==> src/rtl/cam_pkg.sv <==
// cam_pkg: shared definitions for the CAM array.
//   cam_op_e   : operation accepted in a given cycle
//   cam_sel_op : fixed-priority select, flush > read > write > search
package cam_pkg;

  typedef enum logic [2:0] {
    CAM_OP_NONE,
    CAM_OP_FLUSH,
    CAM_OP_READ,
    CAM_OP_WRITE,
    CAM_OP_SEARCH
  } cam_op_e;

  // Only one operation wins per cycle; the losers are simply dropped.
  function automatic cam_op_e cam_sel_op(input logic flush, input logic rd,
                                         input logic wr, input logic srch);
    if (flush)     return CAM_OP_FLUSH;
    else if (rd)   return CAM_OP_READ;
    else if (wr)   return CAM_OP_WRITE;
    else if (srch) return CAM_OP_SEARCH;
    else           return CAM_OP_NONE;
  endfunction

endpackage

==> src/rtl/cam_priority_encoder.sv <==
// cam_priority_encoder: combinational lowest-index encoder for the match vector.
//   match : DEPTH-bit match vector (bit i = entry i matched)
//   found : at least one bit set
//   index : lowest set bit index, 0 when none set
//   multi : two or more bits set
module cam_priority_encoder
  import cam_pkg::*;
#(
  parameter  int ADDR_WIDTH = 5,
  localparam int DEPTH      = 2**ADDR_WIDTH
) (
  input  logic [DEPTH-1:0]      match,
  output logic                  found,
  output logic [ADDR_WIDTH-1:0] index,
  output logic                  multi
);

  // Scan from the top so the lowest set bit is the last assignment.
  always_comb begin
    index = '0;
    for (int i = DEPTH-1; i >= 0; i--)
      if (match[i]) index = ADDR_WIDTH'(i);
  end

  assign found = |match;
  // Clearing the lowest set bit leaves something only if there were two.
  assign multi = |(match & (match - DEPTH'(1)));

endmodule

==> src/rtl/cam_array.sv <==
// cam_array: DEPTH x WIDTH content-addressable memory with per-entry valid bits.
// One operation per cycle (flush > read > write > search); results are
// registered with one-cycle valid pulses, outputs hold when idle.
//   clk_i, reset_n_i            : clock, async active-low reset
//   flush_i                     : clear all valid bits
//   read_enable_i/read_index_i  : read request
//   write_enable_i/_index_i/_data_i : write request
//   search_enable_i/search_data_i   : search request
//   read_valid_o/_data_o/_hit_o     : read result
//   search_valid_o/_found_o/_index_o: search result (lowest matching index)
// Optional feature macro CAM_MULTI_HIT_EN adds search_multi_o and
// search_match_vec_o, registered alongside search_valid_o.
module cam_array
  import cam_pkg::*;
#(
  parameter  int WIDTH      = 32,
  parameter  int ADDR_WIDTH = 5,
  localparam int DEPTH      = 2**ADDR_WIDTH
) (
  input  logic                  clk_i,
  input  logic                  reset_n_i,
  input  logic                  flush_i,
  input  logic                  read_enable_i,
  input  logic [ADDR_WIDTH-1:0] read_index_i,
  input  logic                  write_enable_i,
  input  logic [ADDR_WIDTH-1:0] write_index_i,
  input  logic [WIDTH-1:0]      write_data_i,
  input  logic                  search_enable_i,
  input  logic [WIDTH-1:0]      search_data_i,
  output logic                  read_valid_o,
  output logic [WIDTH-1:0]      read_data_o,
  output logic                  read_hit_o,
  output logic                  search_valid_o,
  output logic                  search_found_o,
`ifdef CAM_MULTI_HIT_EN
  output logic                  search_multi_o,
  output logic [DEPTH-1:0]      search_match_vec_o,
`endif
  output logic [ADDR_WIDTH-1:0] search_index_o
);

  cam_op_e                 op;
  logic [WIDTH-1:0]        mem [DEPTH];
  logic [DEPTH-1:0]        valid;
  logic [DEPTH-1:0]        match;
  logic                    enc_found;
  logic [ADDR_WIDTH-1:0]   enc_index;
`ifdef CAM_MULTI_HIT_EN
  logic                    enc_multi;
`else
  logic                    enc_multi_unused;
`endif

  assign op = cam_sel_op(flush_i, read_enable_i, write_enable_i, search_enable_i);

  // Invalid entries are masked so stale storage can never match.
  always_comb begin
    match = '0;
    for (int i = 0; i < DEPTH; i++)
      match[i] = valid[i] && (mem[i] == search_data_i);
  end

  cam_priority_encoder #(.ADDR_WIDTH(ADDR_WIDTH)) u_enc (
    .match (match),
    .found (enc_found),
    .index (enc_index),
`ifdef CAM_MULTI_HIT_EN
    .multi (enc_multi)
`else
    .multi (enc_multi_unused)
`endif
  );

  // Storage is not reset; gating with reset_n_i keeps a write from
  // committing on an edge where reset is already asserted.
  always_ff @(posedge clk_i) begin
    if (reset_n_i && op == CAM_OP_WRITE)
      mem[write_index_i] <= write_data_i;
  end

  always_ff @(posedge clk_i or negedge reset_n_i) begin
    if (!reset_n_i) begin
      valid          <= '0;
      read_valid_o   <= 1'b0;
      read_data_o    <= '0;
      read_hit_o     <= 1'b0;
      search_valid_o <= 1'b0;
      search_found_o <= 1'b0;
      search_index_o <= '0;
`ifdef CAM_MULTI_HIT_EN
      search_multi_o     <= 1'b0;
      search_match_vec_o <= '0;
`endif
    end else begin
      read_valid_o   <= 1'b0;
      search_valid_o <= 1'b0;
      unique case (op)
        CAM_OP_FLUSH: valid <= '0;
        CAM_OP_READ: begin
          read_valid_o <= 1'b1;
          read_hit_o   <= valid[read_index_i];
          read_data_o  <= valid[read_index_i] ? mem[read_index_i] : '0;
        end
        CAM_OP_WRITE: valid[write_index_i] <= 1'b1;
        CAM_OP_SEARCH: begin
          search_valid_o <= 1'b1;
          search_found_o <= enc_found;
          search_index_o <= enc_index;
`ifdef CAM_MULTI_HIT_EN
          search_multi_o     <= enc_multi;
          search_match_vec_o <= match;
`endif
        end
        default: ;
      endcase
    end
  end

endmodule

==> config.mk <==
export PLATFORM = sky130hd
export DESIGN_NAME = cam_array
export DESIGN_NICKNAME = d
export VERILOG_FILES = /design/src/rtl/cam_pkg.sv /design/src/rtl/cam_priority_encoder.sv /design/src/rtl/cam_array.sv
export SDC_FILE = /design/constraint.sdc
export NUM_CORES = 2
export LEC_CHECK = 0
export BUFFER_PORTS_ARGS = -buffer_cell sky130_fd_sc_hd__buf_2
export CORE_MARGIN = 3
export CORE_UTILIZATION = 34
export CTS_CLUSTER_SIZE = 20
export DETAILED_ROUTE_END_ITERATION = 10
export PLACE_DENSITY = 0.51
export SLEW_MARGIN = 5
export SYNTH_ARGS = -nofsm -noshare
export SYNTH_HDL_FRONTEND = slang
export SYNTH_HIERARCHICAL = 1
export SYNTH_SLANG_ARGS = --single-unit
==> constraint.sdc <==
create_clock -name clk_i -period 4.4 [get_ports clk_i]
set_input_delay 0.44 -clock clk_i [delete_from_list [all_inputs] [get_ports clk_i]]
set_output_delay 0.44 -clock clk_i [all_outputs]
set_load 0.01 [all_outputs]
* Word level (Yosys, flattened, before mapping) *
Memories as Yosys holds them, arrays and structs flattened.
Cells that the tools add are included.

operators by class
  multiply operators = 0
  muxes and demuxes = 46
  bitwise logic cells = 1
  equal/unequal tests = 36
  magnitude comparators = 3
  add/sub/neg operators = 0
  shift-type cells = 0
  div/mod/pow operators = 0
  reduce and logical (&&, ||, !) cells = 36

operator list
  kind                  number
  $eq A32 B32 Y1        32
  $mux W5               32
  $pmux W32 S2          1
  $logic_and A1 B1 Y1   34
  $mux W32              1
  $or A32 B32 Y32       1
  $reduce_or A32 Y1     1
  $lt A5 B6 Y1 const B  2
  $mux W3               4
  $eq A3 B2 Y1 const B  2
  $mux W1               6
  $bmux W1 S5           1
  $demux W1 S5          1
  $ge A5 B1 Y1 const B  1
  $eq A3 B1 Y1 const B  1
  $eq A3 B3 Y1 const B  1
  $reduce_bool A2 Y1    1

word-level totals
  flip-flop bits (word level) = 73
  bits in read-only memories = 0
  RAM bits = 1024
  memories = 1
  output and inout bits = 41
  logic and storage cells = 130
  input port bits = 80
  bits in latches = 0

memory list
  memory  words  width  read ports  clocked after memory_dff  write ports  RTL line         RTL
  mem     32     32     33          0                         1            cam_array.sv:43  logic [WIDTH-1:0] mem [DEPTH];

* Longest topological paths before layout *
  depth in word-level cells = 34
  gate-level depth with buffers = 14

* Hierarchy *
Netlist, hierarchy kept.

by module, submodules not included
  module                area each (um^2)  times used  seq. area each (um^2)  cells an instance
  cam_array             53959.3           1           32576.2                3417
  cam_priority_encoder  689.4             1           0.0                    116

* Worst setup path after synthesis *
OpenSTA, ideal clock, no wires.

  path type = input to register
  start = input port search_data_i[14]
  end = register search_index_o[0]
  data arrival time = 3.445 ns
  cell stages on the path = 13
  setup slack = 0.830 ns
  buffers on the path = 2
  cells stage by stage = clkbuf_1 buf_1 xnor2_1 nand4_1 nor4_1 nand4_1 nor4_1 inv_1 a21oi_1 o21ai_0 a2111oi_0 a221oi_1 mux2_2

RTL lines
  what                    RTL line                    RTL
  start: declaration      cam_array.sv:29             input logic [WIDTH-1:0] search_data_i,
  $eq A32 B32 Y1          cam_array.sv:60             match[i] = valid[i] && (mem[i] == search_data_i);
  $logic_and A1 B1 Y1     cam_array.sv:60
  named net match[16]     cam_array.sv:45             logic [DEPTH-1:0] match;
  $mux W5 (17 in series)  cam_priority_encoder.sv:22  if (match[i]) index = ADDR_WIDTH'(i);
  named net enc_index[0]  cam_array.sv:47             logic [ADDR_WIDTH-1:0] enc_index;
  end signal: assignment  cam_array.sv:108            search_index_o <= enc_index;
  end: declaration        cam_array.sv:39             output logic [ADDR_WIDTH-1:0] search_index_o

The timed path passes the listed nets, and every way through them passes these cells.
A chain may end at the register's enable or synchronous reset.

==> implementation parameters <==
Parameter                              Value

Power
  Overall power after layout ... 24700 uW
  Leak pwr ... 0.0198 uW
  Worst IR Drop VDD ... 421 uV
  Total power divided by cell area ... 393 nW/um^2

Global routing
  Antenna violations before repair ... 20
  Global routing usage summed across all routing layers ... 0.286
  Via count of the first global-routing pass ... 34000
  Maximum number of pins on one net before global-route repair ... between 50 and 60
  Total congestion overflow after global routing ... 0
  Wire length of the first global-routing pass ... 314 mm

Synth
  Area of the mapped netlist ... between 50000 and 60000 sq um
  Mapped Cells ... around 3500
  Synthesized netlist net count ... around 3600
  Avg Inst Size Synth ... 15.6 sq um
  Warning count from the yosys run ... 6

Route
  Routed wire length ... 239 mm
  Post-detailed-route via-to-cell ratio ... 6.02
  Drt initial violations ... 6118
  Number of detailed-route iterations in the first pass ... 5
  Total number of vias ... approximately 36000
  DRC violations left ... 0
  Number of routed nets with antenna violations ... 0
  Average wire per cell in the routed design ... 40.4 microns

Place
  Weighted congestion at the end of routability-driven global placement ... between 0.9 and 1
  Post-detailed-placement half-perimeter wirelength ... around 170 mm
  Number of I/O port buffers ... 120
  Placed Instance Area ... 58800 sq um

Clock network
  Number of clock buffers inserted by TritonCTS ... 131
  CTS Sinks ... 1097
  Clk Latency, worst-skew pair ... 780 ps
  Post CTS Setup Buffer Count ... 0
  Clock tree from TritonCTS ... done
  CTS H-Tree Depth ... 4
  Clk buf depth ... 3
  Buffer cell driving the clock tree root ... clkbuf_16
  Clock-pin transition on the worst setup and hold timing paths ... approximately 60 ps

Cells and area
  Share of cells above drive strength 1 ... 0.206
  Number of nets at the end of the flow ... ~3800
  Utilization after layout ... 0.397
  Area growth from synthesis to layout ... 15.7%
  Final instance area ... 62900 sq um
  Layout fillers ... 14700

STA
  Worst hold margin ... ~74 ps
  Highest achievable clock rate ... about 0.24 GHz
  RSZ-0062 raised after global routing ... false
  Min Clock Period, post-route ... around 4200 ps
  Maximum clock skew at final layout ... around 27 ps
  Final clock period utilization by the worst path ... 0.952
  Final max-slew violation count ... 0
  Setup-failing EPs final ... 0
  Transition time of the tightest slew-check pin ... 1260 ps
  Relative slew margins ... 0.162
  Final number of hold-violating endpoints ... 0

Worst setup path
  Worst-path maximum fanout ... 3
  Nature of the critical path startpoint ... register
  Critical Setup Path Class ... register to register
  Endpoint class of the critical path ... register
  Critical path required time ... 5060 ps
  Data arrival time of the critical path ... 4850 ps

Floorplanning
  I/O pin count ... 121
  Total die area ... between 150000 and 200000 sq um
  Starting utilization of the core area ... 0.343
  Std-Cell Rows ... 146
  Placeable core area ... 159000 sq um
  Height of the die ... ~400 microns
  Die extent in x ... around 410 microns

Flow run
  Maxcap violations ... 0

Hold path
  Type of the worst min-delay path ... primary input to register

Run status
  Status ... finished, final reports clean
==> where the power goes <==
part | switching (uW) | leakage (uW) | total [uW] | internal (uW)
sequential | 36.0 | 0.0102 | 11500 | 11500
clock | 4470 | 0.00200 | 10600 | 6160
combinational | 1770 | 0.00763 | 2570 | 802
==> cells in the final DEF (no fill, tap or decap), drive strengths merged, types with 67 or more instances in the layout <==
cell and count:
buf 339, mux2i 67, dfrtp 73, edfxtp 1024, xnor2 820, mux4 272, clkbuf 180, nand4 210
nand2 69, xor2 200, nor4 117
==> registers in the layout, summed over array words and instances (netlist names) <==
register        count
mem              1024
read_data_o        32
read_hit_o          1
read_valid_o        1
search_found_o      1
search_index_o      5
search_valid_o      1
valid              32
==> area by class of cell <==
type	instances	area [sq um]	share of cell area
sequential	1097	32600	0.518
multi-input combinational	2108	20700	0.329
timing repair buffer	340	2750	0.0438
clock inverter	54	427	0.00678
antenna	2	5.00	0.0000796
inverter	47	178	0.00283
tap	2072	2590	0.0412
clock buffer	180	3660	0.0582
==> critical path, cell delays in order (launching register included) <==
cell       delay (ps)
edfxtp_1          520
xnor2_1           620
buf_4             260
nand4_1           150
nor4_1            500
nand4_1           150
nor4_1            520
buf_4             210
a21oi_1            90
nor2_1            130
nor4_1             70
a2111oi_0         390
a221oi_1          160
mux2_2            280
==> final timing paths <==
| path | startpoint | end | slack, ps | cells past startpoint |
|---|---|---|---|---|
| max | mem[10][17]$_DFFE_PP_ | search_index_o[0]$_DFFE_PN0P_ | 210 | 13 |
| min | write_enable_i | search_valid_o$_DFF_PN0_ | 70 | 3 |
| max reg2reg | mem[10][17]$_DFFE_PP_ | search_index_o[0]$_DFFE_PN0P_ | 210 | 13 |
| min reg2reg | read_data_o[30]$_DFFE_PN0P_ | read_data_o[30]$_DFFE_PN0P_ | 470 | 2 |
| max in group asynchronous | reset_n_i | read_data_o[18]$_DFFE_PN0P_ | 2770 | 4 |
| min in group asynchronous | reset_n_i | search_index_o[2]$_DFFE_PN0P_ | 150 | 2 |
==> per-stage QoR <==
stage | cells | TNS (ps) | setup slack, ps
5_1_grt | 5898 | 0 | 114
4_1_cts | 5898 | 0 | 276
2_1_floorplan | 3492 | 0 | 1040
3_3_place_gp | 5663 | -131 | -66.2
6_report | 5900 | 0 | 212
3_5_place_dp | 5663 | -162 | -86.9
==> metal layers <==
layer  GRT usage  share of wire  up-vias
met4       0.107          0.042        6
met3      0.0679           0.11      402
li1            -              -    13900
met5           0        0.00015        -
met1       0.406           0.41    18800
met2       0.427           0.44     2409
==> timing repair <==
item / in CTS / in global routing
endpoints found under the hold margin: 34 / 0
hold buffers: 1 / 0
resized for setup: 0 / 0
Note: power is estimated with default switching activity, not from simulation.
